## src/rtl/sprite_rom_arbiter_if.sv

```systemverilog
// Requester-side bus of the sprite ROM arbiter.
//   req       requester -> arbiter  one request bit per requester, held until granted
//   req_addr  requester -> arbiter  packed ROM addresses, requester i at [i*ADDR_W +: ADDR_W]
//   gnt       arbiter -> requester  one-hot (or zero) grant, same cycle as req
//   rd_valid  arbiter -> requester  one-hot owner of rd_data this cycle
//   rd_data   arbiter -> requester  shared ROM return bus
interface sprite_rom_arbiter_if #(
    parameter int unsigned NUM_REQ = 4,
    parameter int unsigned ADDR_W  = 10,
    parameter int unsigned DATA_W  = 8
);
    logic [NUM_REQ-1:0]        req;
    logic [NUM_REQ*ADDR_W-1:0] req_addr;
    logic [NUM_REQ-1:0]        gnt;
    logic [NUM_REQ-1:0]        rd_valid;
    logic [DATA_W-1:0]         rd_data;

    modport master (
        output req,
        output req_addr,
        input  gnt,
        input  rd_valid,
        input  rd_data
    );

    modport slave (
        input  req,
        input  req_addr,
        output gnt,
        output rd_valid,
        output rd_data
    );
endinterface

```

## src/rtl/sprite_rom_arbiter.sv

```systemverilog
// Shares one synchronous sprite/tile ROM between NUM_REQ requesters.
// Requester 0 (renderer) has strict priority during active video (blank=1);
// otherwise all eligible requesters are served round-robin. Each read returns
// ROM_LAT cycles after its grant with a one-hot rd_valid on the shared bus.
//   vga_clk      clock, all logic on posedge
//   reset        asynchronous, active-high
//   blank        1 = active video, 0 = blanking
//   bus          requester interface (slave side): req/req_addr in, gnt/rd_valid/rd_data out
//   rom_rd       ROM read strobe (= |gnt)
//   rom_address  address of the granted requester, 0 when idle
//   rom_q        ROM output, valid ROM_LAT cycles after rom_rd
module sprite_rom_arbiter #(
    parameter int unsigned NUM_REQ = 4,
    parameter int unsigned ADDR_W  = 10,
    parameter int unsigned DATA_W  = 8,
    parameter int unsigned ROM_LAT = 1
) (
    input  logic                        vga_clk,
    input  logic                        reset,
    input  logic                        blank,
    sprite_rom_arbiter_if.slave         bus,
    output logic                        rom_rd,
    output logic [ADDR_W-1:0]           rom_address,
    input  logic [DATA_W-1:0]           rom_q
);

    localparam int unsigned ID_W = (NUM_REQ > 2) ? $clog2(NUM_REQ) : 1;

    typedef logic [ID_W-1:0] id_t;

    typedef struct packed {
        logic vld;
        id_t  id;
    } tag_t;

    id_t              rr_ptr;
    id_t              rr_ptr_nxt;
    id_t              win_id;
    logic             win_vld;
    logic             win_rr;
    logic [NUM_REQ-1:0] rr_mask;
    tag_t             tag_q [ROM_LAT];

    // (base + off) mod NUM_REQ for a non-power-of-two requester count
    function automatic id_t wrap_add(input id_t base, input int unsigned off);
        int unsigned s;
        s = 32'(base) + off;
        if (s >= NUM_REQ) begin
            s = s - NUM_REQ;
        end
        return ID_W'(s);
    endfunction

    // Arbitration: strict renderer priority in active video, else round-robin
    always_comb begin
        win_vld    = 1'b0;
        win_id     = '0;
        win_rr     = 1'b0;
        rr_mask    = bus.req;
        rr_ptr_nxt = rr_ptr;
        // the renderer only joins the rotation during blanking
        if (blank) begin
            rr_mask[0] = 1'b0;
        end
        if (!reset) begin
            if (blank && bus.req[0]) begin
                win_vld = 1'b1;
            end else begin
                for (int unsigned j = 0; j < NUM_REQ; j++) begin
                    if (!win_vld && rr_mask[wrap_add(rr_ptr, j)]) begin
                        win_vld = 1'b1;
                        win_rr  = 1'b1;
                        win_id  = wrap_add(rr_ptr, j);
                    end
                end
            end
        end
        // strict-priority grants leave the rotation where it was
        if (win_rr) begin
            rr_ptr_nxt = wrap_add(win_id, 1);
        end
    end

    // Grant decode and ROM request mux
    always_comb begin
        bus.gnt     = '0;
        rom_address = '0;
        if (win_vld) begin
            bus.gnt[win_id] = 1'b1;
            rom_address     = bus.req_addr[32'(win_id)*ADDR_W +: ADDR_W];
        end
    end

    assign rom_rd = win_vld;

    // Round-robin pointer
    always_ff @(posedge vga_clk or posedge reset) begin
        if (reset) begin
            rr_ptr <= ID_W'(1);
        end else begin
            rr_ptr <= rr_ptr_nxt;
        end
    end

    // Tag pipeline tracking which requester owns each in-flight ROM read
    always_ff @(posedge vga_clk or posedge reset) begin
        if (reset) begin
            for (int unsigned k = 0; k < ROM_LAT; k++) begin
                tag_q[k] <= '0;
            end
        end else begin
            tag_q[0] <= '{vld: win_vld, id: win_id};
            for (int unsigned k = 1; k < ROM_LAT; k++) begin
                tag_q[k] <= tag_q[k-1];
            end
        end
    end

    // Return path: oldest tag selects the owner of rom_q
    always_comb begin
        bus.rd_valid = '0;
        if (tag_q[ROM_LAT-1].vld) begin
            bus.rd_valid[tag_q[ROM_LAT-1].id] = 1'b1;
        end
    end

    assign bus.rd_data = rom_q;

endmodule

```

## src/flat_wrapper.sv

```systemverilog
// flat-port wrapper written by rule: the top's interface ports become plain ports
module sprite_rom_arbiter_flat 
#(
    parameter int unsigned NUM_REQ = 4,
    parameter int unsigned ADDR_W  = 10,
    parameter int unsigned DATA_W  = 8,
    parameter int unsigned ROM_LAT = 1
)
  (vga_clk, reset, blank, rom_rd, rom_address, rom_q, bus_req, bus_req_addr, bus_gnt, bus_rd_valid, bus_rd_data);
  sprite_rom_arbiter_if #(.NUM_REQ(NUM_REQ), .ADDR_W(ADDR_W), .DATA_W(DATA_W)) bus_i ();
  input  logic vga_clk;
  input  logic reset;
  input  logic blank;
  output logic rom_rd;
  output logic [ADDR_W-1:0] rom_address;
  input  logic [DATA_W-1:0] rom_q;
  input wire logic [$bits(bus_i.req)-1:0] bus_req;
  input wire logic [$bits(bus_i.req_addr)-1:0] bus_req_addr;
  output wire logic [$bits(bus_i.gnt)-1:0] bus_gnt;
  output wire logic [$bits(bus_i.rd_valid)-1:0] bus_rd_valid;
  output wire logic [$bits(bus_i.rd_data)-1:0] bus_rd_data;
  assign bus_i.req = bus_req;
  assign bus_i.req_addr = bus_req_addr;
  assign bus_gnt = bus_i.gnt;
  assign bus_rd_valid = bus_i.rd_valid;
  assign bus_rd_data = bus_i.rd_data;
  sprite_rom_arbiter #(.NUM_REQ(NUM_REQ), .ADDR_W(ADDR_W), .DATA_W(DATA_W), .ROM_LAT(ROM_LAT)) u_core (.vga_clk(vga_clk), .reset(reset), .blank(blank), .bus(bus_i), .rom_rd(rom_rd), .rom_address(rom_address), .rom_q(rom_q));
endmodule
```

## config.mk

```make
export PLATFORM = sky130hd
export DESIGN_NAME = sprite_rom_arbiter_flat
export DESIGN_NICKNAME = d
export VERILOG_FILES = /design/src/rtl/sprite_rom_arbiter_if.sv /design/src/rtl/sprite_rom_arbiter.sv /design/src/flat_wrapper.sv
export SDC_FILE = /design/constraint.sdc
export NUM_CORES = 1
export LEC_CHECK = 0
export CAP_MARGIN = 20
export CORE_AREA = 2 2 42 44
export CTS_CLUSTER_SIZE = 24
export DETAILED_ROUTE_END_ITERATION = 6
export DIE_AREA = 0 0 44 46
export DONT_BUFFER_PORTS = 1
export PLACE_DENSITY_LB_ADDON = 0.15
export RECOVER_POWER = 100
export SYNTH_ARGS = -nofsm -noshare
export SYNTH_HDL_FRONTEND = slang
export SYNTH_SLANG_ARGS = --single-unit
export TNS_END_PERCENT = 5
```

## constraint.sdc

```tcl
create_clock -name vga_clk -period 2.1 [get_ports vga_clk]
set_input_delay 0.315 -clock vga_clk [delete_from_list [all_inputs] [get_ports vga_clk]]
set_output_delay 0.315 -clock vga_clk [all_outputs]
set_load 0.01 [all_outputs]
```

### Yosys cells after proc, flatten, opt, wreduce, memory -nomap -nowiden

Cells that the tools add are included.

| storage, ports and cells | value |
|---|---|
| output and inout bits | 27 |
| bits in registers | 5 |
| logic and storage cells | 88 |

| operators by class | value |
|---|---|
| $lt $le $gt $ge | 13 |
| muxes and demuxes | 52 |
| multipliers | 1 |
| $add $sub $neg | 9 |
| reduce and logical (&&, ||, !) cells | 9 |
| shifts and indexed selects | 1 |

Operators with widths:

| operator | number |
|---|---|
| $shiftx 40x7->10 | 1 |
| $mux 2 | 19 |
| $mux 1 | 24 |
| $lt 2x3->1 const B | 6 |
| $ge 3x3->1 const B | 4 |
| $mux 10 | 1 |
| $sub 2x1->2 const B | 5 |
| $bmux 1 s2 | 4 |
| $mux 4 | 2 |
| $add 2x1->3 const B | 2 |
| $add 2x2->3 const B | 2 |
| $logic_and 1x1->1 | 6 |
| $mul 2x3->5 const B | 1 |
| $demux 1 s2 | 2 |
| $ge 2x1->1 const B | 2 |
| $ge 2x3->1 const B | 1 |
| $logic_not 1->1 | 3 |

### Depth between registers and ports, before layout

Gate-level depths: netlist of the first run.

| logic depth | value |
|---|---|
| word-level depth | 29 |
| mapped depth | 8 |
| depth with buffers taken out | 7 |

### Worst setup path before layout of the first run

No wires, ideal clock.

| timing path | value |
|---|---|
| kind | flip-flop to output port |
| start point | register u_core.rr_ptr[0] |
| end point | output rom_address[2] |
| path buffers | 1 |
| data required time | 1.785 ns |
| arrival | 1.871 ns |
| slack | -0.086 ns |
| cell stages (with the launch flop) | 5 |
| path through | dfstp_2 o22ai_1 a2111oi_4 buf_6 mux4_2 |

| between the ends | value |
|---|---|
| word-level cells in the longest chain between the ends | 27 |
| elaborated cells on any way between the ends | 58 |
| classes of those cells | add/sub: 7; mul: 1; order compare: 4; shift: 1; mux: 39; reduce/logical: 6 |

RTL lines:

| what | line | text |
|---|---|---|
| start, declared | sprite_rom_arbiter.sv:36 | `id_t rr_ptr;` |
| start signal, assigned | sprite_rom_arbiter.sv:101 | `rr_ptr <= rr_ptr_nxt;` |
| $ge 2x3->1 or $sub 2x1->2 (tied branches) | sprite_rom_arbiter.sv:48, sprite_rom_arbiter.sv:49 |  |
| $mux 2 | sprite_rom_arbiter.sv:48 | `if (s >= NUM_REQ) begin` |
| $mux 2 | sprite_rom_arbiter.sv:66 | `if (blank && bus.req[0]) begin` |
| $mux 2 | sprite_rom_arbiter.sv:65 | `if (!reset) begin` |
| $bmux 1 s2 | sprite_rom_arbiter.sv:70 | `if (!win_vld && rr_mask[wrap_add(rr_ptr, j)]) begin` |
| $mux 1 (implied by the code) | sprite_rom_arbiter.sv:70 |  |
| $mux 1 | sprite_rom_arbiter.sv:70 |  |
| $mux 1 | sprite_rom_arbiter.sv:66 |  |
| (+12 left out) | - |  |
| $logic_and 1x1->1 | sprite_rom_arbiter.sv:70 |  |
| $mux 2 (*) | sprite_rom_arbiter.sv:70 |  |
| $mux 2 (*) | sprite_rom_arbiter.sv:66 |  |
| $mux 2 (*) | sprite_rom_arbiter.sv:65 |  |
| net u_core.win_id[0] | sprite_rom_arbiter.sv:38 | `id_t win_id;` |
| $mul 2x3->5 (*) | sprite_rom_arbiter.sv:90 | `rom_address = bus.req_addr[32'(win_id)*ADDR_W +: ADDR_W];` |
| $shiftx 40x7->10 (*) | sprite_rom_arbiter.sv:90 |  |
| $mux 10 (*) | sprite_rom_arbiter.sv:88 | `if (win_vld) begin` |
| end, declared | flat_wrapper.sv:15 | `output logic [ADDR_W-1:0] rom_address;` |

The timed path passes the listed nets; every way through them passes the cells marked *. The select of a mux whose other input is x is not followed.

### Worst setup path after layout of the first run

| timing path | value |
|---|---|
| start point | register u_core.rr_ptr[0] |
| end point | output rom_address[6] |

| between the ends | value |
|---|---|
| word-level cells in the longest chain between the ends | 27 |
| elaborated cells on any way between the ends | 58 |
| classes of those cells | add/sub: 7; mul: 1; order compare: 4; shift: 1; mux: 39; reduce/logical: 6 |

RTL lines:

| what | line |
|---|---|
| $ge 2x3->1 or $sub 2x1->2 (tied branches) | sprite_rom_arbiter.sv:48, sprite_rom_arbiter.sv:49 |
| $mux 2 | sprite_rom_arbiter.sv:48 |
| $mux 2 | sprite_rom_arbiter.sv:66 |
| $mux 2 | sprite_rom_arbiter.sv:65 |
| $bmux 1 s2 | sprite_rom_arbiter.sv:70 |
| $mux 1 (implied by the code) | sprite_rom_arbiter.sv:70 |
| $mux 1 | sprite_rom_arbiter.sv:70 |
| $mux 1 | sprite_rom_arbiter.sv:66 |
| (+11 left out) | - |
| $logic_not 1->1 | sprite_rom_arbiter.sv:70 |
| $logic_and 1x1->1 | sprite_rom_arbiter.sv:70 |
| $mux 2 | sprite_rom_arbiter.sv:70 |
| $mux 2 | sprite_rom_arbiter.sv:66 |
| $mux 2 | sprite_rom_arbiter.sv:65 |
| $mul 2x3->5 | sprite_rom_arbiter.sv:90 |
| $shiftx 40x7->10 | sprite_rom_arbiter.sv:90 |
| $mux 10 (*) | sprite_rom_arbiter.sv:88 |

Mark *: on every way between the ends. The rest lies on a longest branch, timed or not. The select of a mux whose other input is x is not followed.

==> results of run 1 <==
cell usage after synthesis:
master / number / area share [%]
ha_1: 4 / 6.0
mux4_2: 7 / 19
o22ai_1: 2 / 1.5
nor4_1: 1 / 0.75
nor3b_1: 1 / 0.89
o21bai_1: 1 / 0.89
nand2b_1: 2 / 1.5
and3_1: 2 / 1.5
and3b_1: 1 / 1.0
and2b_1: 1 / 0.89
a21oi_1: 5 / 3.0
nand2_1: 1 / 0.45
dfrtp_1: 4 / 12
nor3_1: 1 / 0.60
mux4_1: 3 / 9.4
a2111oi_4: 1 / 3.3
clkbuf_1: 3 / 1.3
mux2_2: 1 / 1.3
buf_6: 1 / 1.3
dfstp_2: 1 / 3.1
inv_1: 5 / 2.2
nor2b_1: 1 / 0.75
nor2_1: 3 / 1.3
and2_0: 3 / 2.2
o21ai_0: 2 / 1.2
and2_1: 21 / 16
buf_4: 8 / 7.2
state kept, by name, summed over array words and instances (netlist names):
name / count
u_core.tag_q: 3
u_core.rr_ptr: 2
worst reg2reg max path: cells and delay by family, from the launching register on:
| kind | cells | cell delay (ns) |
|---|---|---|
| AO/OA/AOI/OAI | 2 | 0.22 |
| adder cells (fa/ha/maj) | 1 | 0.29 |
| buffers and inverters | 3 | 0.35 |
| flip-flops | 1 | 0.56 |
| multiplexers | 1 | 0.27 |
| AND/OR/NAND/NOR | 1 | 0.15 |
per-layer routing:
| metal | global-route usage (%) | wire (um) |
|---|---|---|
| met1 | 20.20 | 627 |
| met2 | 28.24 | 868 |
| met3 | 3.571 | 207 |
| met4 | 1.818 | 0 |
| met5 | 0 | 0 |
what timing repair did:
| action | CTS | global route |
|---|---|---|
| hold endpoints to repair | 4 | 0 |
| hold buffers | 1 | 0 |
| setup buffers | 0 | 1 |
| endpoints found under the setup margin | 14 | 14 |
| gates resized for setup | 7 | 5 |
worst paths after layout:
| path | from | to | slack (ns) |
|---|---|---|---|
| max | u_core.rr_ptr[0]$_DFFE_PP1P_ | rom_address[6] | -0.25 |
| min | reset | u_core.tag_q[1]$_DFF_PP0_ | 0.40 |
| max reg2reg | u_core.rr_ptr[0]$_DFFE_PP1P_ | u_core.rr_ptr[1]$_DFFE_PP0P_ | 0.15 |
| min reg2reg | u_core.rr_ptr[0]$_DFFE_PP1P_ | u_core.rr_ptr[0]$_DFFE_PP1P_ | 0.63 |
| max in group asynchronous | reset | u_core.rr_ptr[0]$_DFFE_PP1P_ | 1.46 |
| min in group vga_clk | bus_req[3] | u_core.tag_q[1]$_DFF_PP0_ | 0.44 |
metrics by stage:
step                cell area (um^2)  power [mW]  setup WS (ns)  utilization, %  TNS, ns
floorplan                      847.1      0.3714       -0.01872               -  -0.1310
global placement               844.6      0.4085       0.004770           52.33        0
detailed placement             844.6      0.4162       -0.04359           52.33  -0.2355
CTS                            880.8      0.5434        -0.2793           54.57   -3.252
global route                   895.9      0.5928        -0.3407           55.50   -4.332
finish                         895.9      0.5503        -0.2533           55.50   -2.926
where the power goes:
part	internal (mW)	switching [mW]	leakage, nW
sequential	0.122	0.0271	0.0600
combinational	0.152	0.136	0.296
clock	0.0720	0.0416	0.0150
cells by family (layout without fill, tap and decap cells):
logic type / after synthesis / in the layout / synth area share (%)
and+or+nand+nor: 38 / 38 / 27.57
buffers and inverters: 17 / 19 / 12.07
AOI/OAI and AO/OA: 11 / 11 / 9.836
muxes: 11 / 11 / 29.51
DFF: 5 / 5 / 15.05
adders and majority gates: 4 / 4 / 5.961
cell usage in the layout (no fill, tap or decap):
cell           netlist  final
buf_6                1      1
nor2_1               3      3
o22ai_2              0      1
dlygate4sd3_1        0      1
nor2b_1              1      1
o22ai_1              2      1
clkbuf_4             0      3
nor4_1               1      1
nor3b_1              1      1
nor3_1               1      1
mux2_2               1      1
and2_4               0      4
mux4_2               7     10
dfrtp_1              4      3
and3_1               2      2
a2111oi_4            1      1
ha_1                 4      4
clkbuf_1             3      2
o21bai_1             1      1
and3b_1              1      1
nand2b_1             2      2
nand2_1              1      1
dfrtp_2              0      1
o21ai_1              0      1
dfstp_2              1      1
a21oi_1              5      3
and2b_1              1      1
buf_4                8      7
and2_1              21     17
inv_1                5      5
o21ai_0              2      1
and2_0               3      3
a21oi_2              0      2
final cells by class:
class                   count  area [um^2]
clock buffers               4        26.28
fillers                   154        718.2
inverters                   5        18.77
multi-input cells          64        624.3
flip-flops and latches      5        127.6
well taps                  17        21.27
repair buffers             10        77.57
==> impl_table.tex, run 1 <==
\begin{tabular}{lr}
\hline
Metric & Value \\
\hline
\multicolumn{2}{l}{\textbf{Power and ir drop}} \\
Static leakage & 0.3709 nW \\
Largest vdd supply drop & 0.0002279 V \\
Pwr per Cell Area & 614.3 nW/um\^{}2 \\
\multicolumn{2}{l}{\textbf{STA}} \\
Max Clock Freq & 0.4249 GHz \\
Final Hold Viols & 0 \\
WHS & 0.4049 ns \\
Worst Clk Skew & 0.002767 ns \\
Setup slack after layout & -0.2533 ns \\
Number of endpoints failing setup at the final stage & 14 \\
Transition at the pin with the smallest max-transition slack & 0.9039 ns \\
Setup repair after global routing missed its margin & yes \\
Number of slew-limit violations in the final report & 0 \\
Minimum period implied by the final worst setup slack & 2.353 ns \\
Relative slew margins & 39.52\% \\
Post-route fraction of the period consumed by the critical path & 112.1\% \\
\multicolumn{2}{l}{\textbf{Worst setup path}} \\
Delay contributed by the slowest stage of the critical path & 0.56 ns \\
Crit path cell chain & o22ai\_2 > a2111oi\_4 > buf\_6 > mux4\_2 \\
Count of buffering cells on the critical path with inverters included & 1 \\
Data arrival time at the worst-slack endpoint & 2.04 ns \\
Critical Path Fanout Max & 9 \\
Setup crit start kind & register \\
Largest delay share family, worst path & flip-flops \\
Depth of the worst register-to-register path & 8 \\
Setup CP Type & register to output port \\
Slowest-stage cell, CP & dfstp\_2 \\
Critical path required time & 1.78 ns \\
Kind of end point of the critical path & output port \\
Logic depth of the worst setup path including buffers & 4 \\
\multicolumn{2}{l}{\textbf{Worst hold path}} \\
Hold Path Class & primary input to asynchronous set/reset pin \\
\multicolumn{2}{l}{\textbf{Placement}} \\
Global placer's final weighted congestion & 0.7554 \\
Number of cells in the design after placement & 99 \\
Detailed placement HPWL & 1422 um \\
Count of buffers inserted at the top-level ports & 0 \\
\multicolumn{2}{l}{\textbf{Yosys}} \\
Number of storage elements in the synthesis netlist & 5 \\
Sequential fraction of the synthesis area & 15.05\% \\
Number of distinct library cells after synthesis & 27 \\
Post-synthesis cell count & 86 \\
Synthesized area divided by synthesized cell count & 9.762 um\^{}2 \\
Synthesized net count & 145 \\
Netlist Area Pre-Place & 839.6 um\^{}2 \\
Yosys warning total & 0 \\
\multicolumn{2}{l}{\textbf{Run status}} \\
Failing checks & setup timing \\
Status & finished, violations left \\
\multicolumn{2}{l}{\textbf{Floorplanning}} \\
Total core area & 1614 um\^{}2 \\
I/O pin cnt & 82 \\
Standard-cell row count & 15 \\
Starting Density & 52.02\% \\
Overall die area & 2024 um\^{}2 \\
Die boundary height & 46 um \\
DIE WIDTH & 44 um \\
\multicolumn{2}{l}{\textbf{Layout}} \\
Non-filler instance count after layout & 105 \\
Layout net count & 148 \\
Fraction of final layout cells with drive strength greater than 1 & 36.36\% \\
Antenna diode instance count & 0 \\
Layout-stage area growth over the synthesis result & 6.706\% \\
\multicolumn{2}{l}{\textbf{GRT}} \\
Maximum number of pins on one net before global-route repair & 22 \\
Global-route wire length before repair & 2373 um \\
GRT Resource Usage Total & 15.84\% \\
Initial antenna violation count & 0 \\
Remaining global-route overflow & 0 \\
Via count of the first global-routing pass & 600 \\
\multicolumn{2}{l}{\textbf{Routing}} \\
DRC Markers & 0 \\
Final wirelength & 1703 um \\
Number of routed nets with antenna violations & 0 \\
Via count & 645 \\
Number of detailed-routing iterations run before antenna repair & 3 \\
Drt wl/cell & 16.22 um \\
Average via count per standard cell & 6.143 \\
Starting DRT DRC Count & 13 \\
\multicolumn{2}{l}{\textbf{Clocking}} \\
CTS H-tree lvls & 1 \\
Total clock buffers created by CTS & 3 \\
Clk sink count & 5 \\
Master cell of the clock root buffer & clkbuf\_4 \\
Worst-Skew Late Latency & 0.24 ns \\
Clock slew seen by the registers of the worst setup and hold paths & 0.05 ns \\
Clock tree from TritonCTS & built \\
Maximum clock path buffer count & 2 \\
\multicolumn{2}{l}{\textbf{Run}} \\
Maximum Capacitance Violations & 0 \\
\hline
\end{tabular}
Power figures use the tool's default switching activity.
==> run 2: changes to the inputs <==
--- a/config.mk
+++ b/config.mk
@@ -7,6 +7,7 @@
 export LEC_CHECK = 0
 export CAP_MARGIN = 20
 export CORE_AREA = 2 2 42 44
+export CTS_CLUSTER_DIAMETER = 150
 export CTS_CLUSTER_SIZE = 24
 export DETAILED_ROUTE_END_ITERATION = 6
 export DIE_AREA = 0 0 44 46
==> results of run 2 <==
Same layout as run 1: the final DEF is identical, and so are final timing and power.
==> run 3: changes to the inputs <==
--- a/config.mk
+++ b/config.mk
@@ -6,15 +6,15 @@
 export NUM_CORES = 1
 export LEC_CHECK = 0
 export CAP_MARGIN = 20
-export CORE_AREA = 2 2 42 44
+export CORE_AREA = 2 2 43 45
 export CTS_CLUSTER_DIAMETER = 150
 export CTS_CLUSTER_SIZE = 24
 export DETAILED_ROUTE_END_ITERATION = 6
-export DIE_AREA = 0 0 44 46
+export DIE_AREA = 0 0 45 47
 export DONT_BUFFER_PORTS = 1
 export PLACE_DENSITY_LB_ADDON = 0.15
 export RECOVER_POWER = 100
 export SYNTH_ARGS = -nofsm -noshare
 export SYNTH_HDL_FRONTEND = slang
 export SYNTH_SLANG_ARGS = --single-unit
-export TNS_END_PERCENT = 5
+export TNS_END_PERCENT = 20
==> constraint.sdc (replaced) <==
create_clock -name vga_clk -period 2.1 [get_ports vga_clk]
set_input_delay 0.315 -clock vga_clk [delete_from_list [all_inputs] [get_ports vga_clk]]
set_output_delay 0.315 -clock vga_clk [all_outputs]
set_load 0.1 [all_outputs]
==> run 3 against run 2 <==
  * The flow still finishes with violations (setup timing)
  * Critical path depth grew 1
  * First-iteration DRC count rose by 46%
  * Highest routed layer is now met4
  * Largest cell class unchanged
  * Clock power rose by 11%
  * Sequential power about the same
  * Non-clock buffer count is 20 higher
  * Register-to-register slack worse by 0.05 ns
==> impl_table.tex, run 3 (synthesis gave the netlist of run 1 again) <==
\begin{tabular}{lr}
\hline
Metric & Value \\
\hline
\multicolumn{2}{l}{\textbf{GRT}} \\
Via count of the first global-routing pass & 735 \\
Remaining global-route overflow & 0 \\
Met3 layer usage reported by global route & 6.923\% \\
Met1 demand-to-capacity share in global routing & 25.37\% \\
Maximum number of pins on one net before global-route repair & 22 \\
GRT Resource Usage Total & 22.03\% \\
Initial antenna violation count & 0 \\
Most congested layer reported by global routing & met2 \\
Global-route met2 utilization & 37.14\% \\
Global-route wire length before repair & 3270 um \\
\multicolumn{2}{l}{\textbf{Power and ir drop}} \\
Largest vdd supply drop & 0.0005091 V \\
Clk pwr share & 11.1\% \\
Overall power after layout & 1.141 mW \\
Pwr per Cell Area & 916.6 nW/um\^{}2 \\
Power dissipated by switching net loads & 0.6148 mW \\
Static leakage & 0.5306 nW \\
Internal power component & 0.5263 mW \\
Sequential Power Share & 13.1\% \\
Switch share & 53.88\% \\
Share of power burned in combinational logic & 75.8\% \\
\multicolumn{2}{l}{\textbf{Worst setup path}} \\
Crit path cell chain & nor3\_1 > a2111oi\_4 > buf\_4 > mux4\_2 > buf\_12 \\
Setup crit start kind & register \\
Reg-to-Reg Start & u\_core.rr\_ptr[0]\$\_DFFE\_PP1P\_ \\
Register-to-register setup slack & 0.10 ns \\
Depth of the worst register-to-register path & 8 \\
Endpoint of the lowest-slack register-to-register path & u\_core.rr\_ptr[1]\$\_DFFE\_PP0P\_ \\
Slowest-stage cell, CP & dfstp\_2 \\
Kind of end point of the critical path & output port \\
Setup CP Type & register to output port \\
Count of buffering cells on the critical path with inverters included & 2 \\
Delay contributed by the slowest stage of the critical path & 0.56 ns \\
Largest delay share family, worst path & flip-flops \\
Critical path required time & 1.78 ns \\
Critical Path Fanout Max & 4 \\
Data arrival time at the worst-slack endpoint & 2.23 ns \\
\multicolumn{2}{l}{\textbf{Floorplanning}} \\
Total core area & 1652 um\^{}2 \\
DIE WIDTH & 45 um \\
Starting Density & 50.83\% \\
Standard-cell row count & 15 \\
Overall die area & 2115 um\^{}2 \\
I/O pin cnt & 82 \\
Die boundary height & 47 um \\
\multicolumn{2}{l}{\textbf{Placement}} \\
Global placer's final weighted congestion & 0.8380 \\
Worst setup slack after placement & -0.2214 ns \\
Detailed placement HPWL & 1727 um \\
Count of buffers inserted at the top-level ports & 0 \\
Number of cells in the design after placement & 118 \\
\multicolumn{2}{l}{\textbf{STA}} \\
Sum Neg Setup Slack & -5.519 ns \\
Setup repair after global routing missed its margin & yes \\
WHS & 0.3909 ns \\
Number of endpoints failing setup at the final stage & 14 \\
Relative slew margins & 57.80\% \\
Number of slew-limit violations in the final report & 0 \\
Minimum period implied by the final worst setup slack & 2.542 ns \\
Transition at the pin with the smallest max-transition slack & 0.6330 ns \\
Post-route fraction of the period consumed by the critical path & 121.1\% \\
Final Hold Viols & 0 \\
Max Clock Freq & 0.3933 GHz \\
Worst Clk Skew & 0.004084 ns \\
Setup slack after layout & -0.4425 ns \\
\multicolumn{2}{l}{\textbf{Layout}} \\
Flip-flop count of the largest register, all copies and words added & 3 \\
Non-filler instance count after layout & 125 \\
Layout-stage area growth over the synthesis result & 48.29\% \\
Total area of multi-input combinational cells & 650.6 um\^{}2 \\
Antenna diode instance count & 0 \\
Biggest regs & u\_core.tag\_q: 3 flops, u\_core.rr\_ptr: 2 flops \\
Most used cells in the layout excluding fill and tap cells & 17 x and2\_1, 13 x buf\_12, 10 x mux4\_2, 10 x buf\_4 \\
Most frequent standard cell in the layout excluding fill and tap cells & and2\_1 \\
FILL cells & 116 \\
Area taken by flip-flops and latches & 127.6 um\^{}2 \\
Fraction of final layout cells with drive strength greater than 1 & 55.56\% \\
Layout net count & 168 \\
Most flops, register & u\_core.tag\_q \\
\multicolumn{2}{l}{\textbf{Clocking}} \\
Total clock buffers created by CTS & 3 \\
Clock slew seen by the registers of the worst setup and hold paths & 0.05 ns \\
Clock tree from TritonCTS & built \\
Clk sink count & 5 \\
Maximum clock path buffer count & 2 \\
Master cell of the clock root buffer & clkbuf\_4 \\
Worst-Skew Late Latency & 0.26 ns \\
CTS H-tree lvls & 1 \\
\multicolumn{2}{l}{\textbf{Run status}} \\
Status & finished, violations left \\
Failing checks & setup timing \\
\multicolumn{2}{l}{\textbf{Run}} \\
Maximum Capacitance Violations & 0 \\
\multicolumn{2}{l}{\textbf{Routing}} \\
DRC Markers & 0 \\
Number of routed nets with antenna violations & 0 \\
Via count & 772 \\
Final wirelength & 2175 um \\
Number of detailed-routing iterations run before antenna repair & 4 \\
Average via count per standard cell & 6.176 \\
Drt wl/cell & 17.40 um \\
Starting DRT DRC Count & 19 \\
\multicolumn{2}{l}{\textbf{Worst hold path}} \\
Hold Path Class & primary input to asynchronous set/reset pin \\
\hline
\end{tabular}
run 3: power by group through the flow:
stage               Sequential (mW)  Clock (mW)  Combinational [mW]
detailed placement            0.148           0               0.828
floorplan                     0.141           0               0.643
finish                        0.150       0.126               0.865
global route                  0.152       0.138               0.899
global placement              0.146           0               0.816
CTS                           0.148       0.127               0.858
run 3: metrics by stage:
step / utilization (%) / cell area, um^2
finish: 75.38 / 1245
global route: 75.38 / 1245
CTS: 74.70 / 1234
detailed placement: 70.76 / 1169
global placement: 70.76 / 1169
floorplan: - / 850.8
run 3: routing by layer:
layer	part of all wire [%]	up-vias	wire, um
met5	0	-	0
met4	1.7	0	38
met3	12	5	257
met2	53	59	1161
met1	33	364	717
li1	-	344	-
run 3: worst max-delay path by stage:
stage                                 to  depth (start not counted)  slack, ns                    startpoint
after CTS                 rom_address[5]                          5      -0.49  u_core.rr_ptr[0]$_DFFE_PP1P_
after global placement    rom_address[0]                          5      -0.18  u_core.rr_ptr[0]$_DFFE_PP1P_
after global routing      rom_address[9]                          5      -0.54  u_core.rr_ptr[0]$_DFFE_PP1P_
final                     rom_address[5]                          5      -0.44  u_core.rr_ptr[0]$_DFFE_PP1P_
after floorplan           rom_address[4]                          5      -0.40                    bus_req[1]
after detailed placement  rom_address[1]                          5      -0.22  u_core.rr_ptr[0]$_DFFE_PP1P_
run 3: cell type report:
cell class                      instances  area share [%]
Tap cell                               17           1.709
Clock buffer                            4           2.111
Multi-Input combinational cell         64           52.26
Timing Repair Buffer                   30           32.16
Inverter                                5           1.508
Sequential cell                         5           10.25
run 3: what timing repair did:
item                                   CTS  global route
hold buffers                             1             0
buffers inserted                         2             0
pin swaps                                2             2
endpoints found under the hold margin    4             0
gates resized for setup                 12             7
setup endpoints to repair               14            15
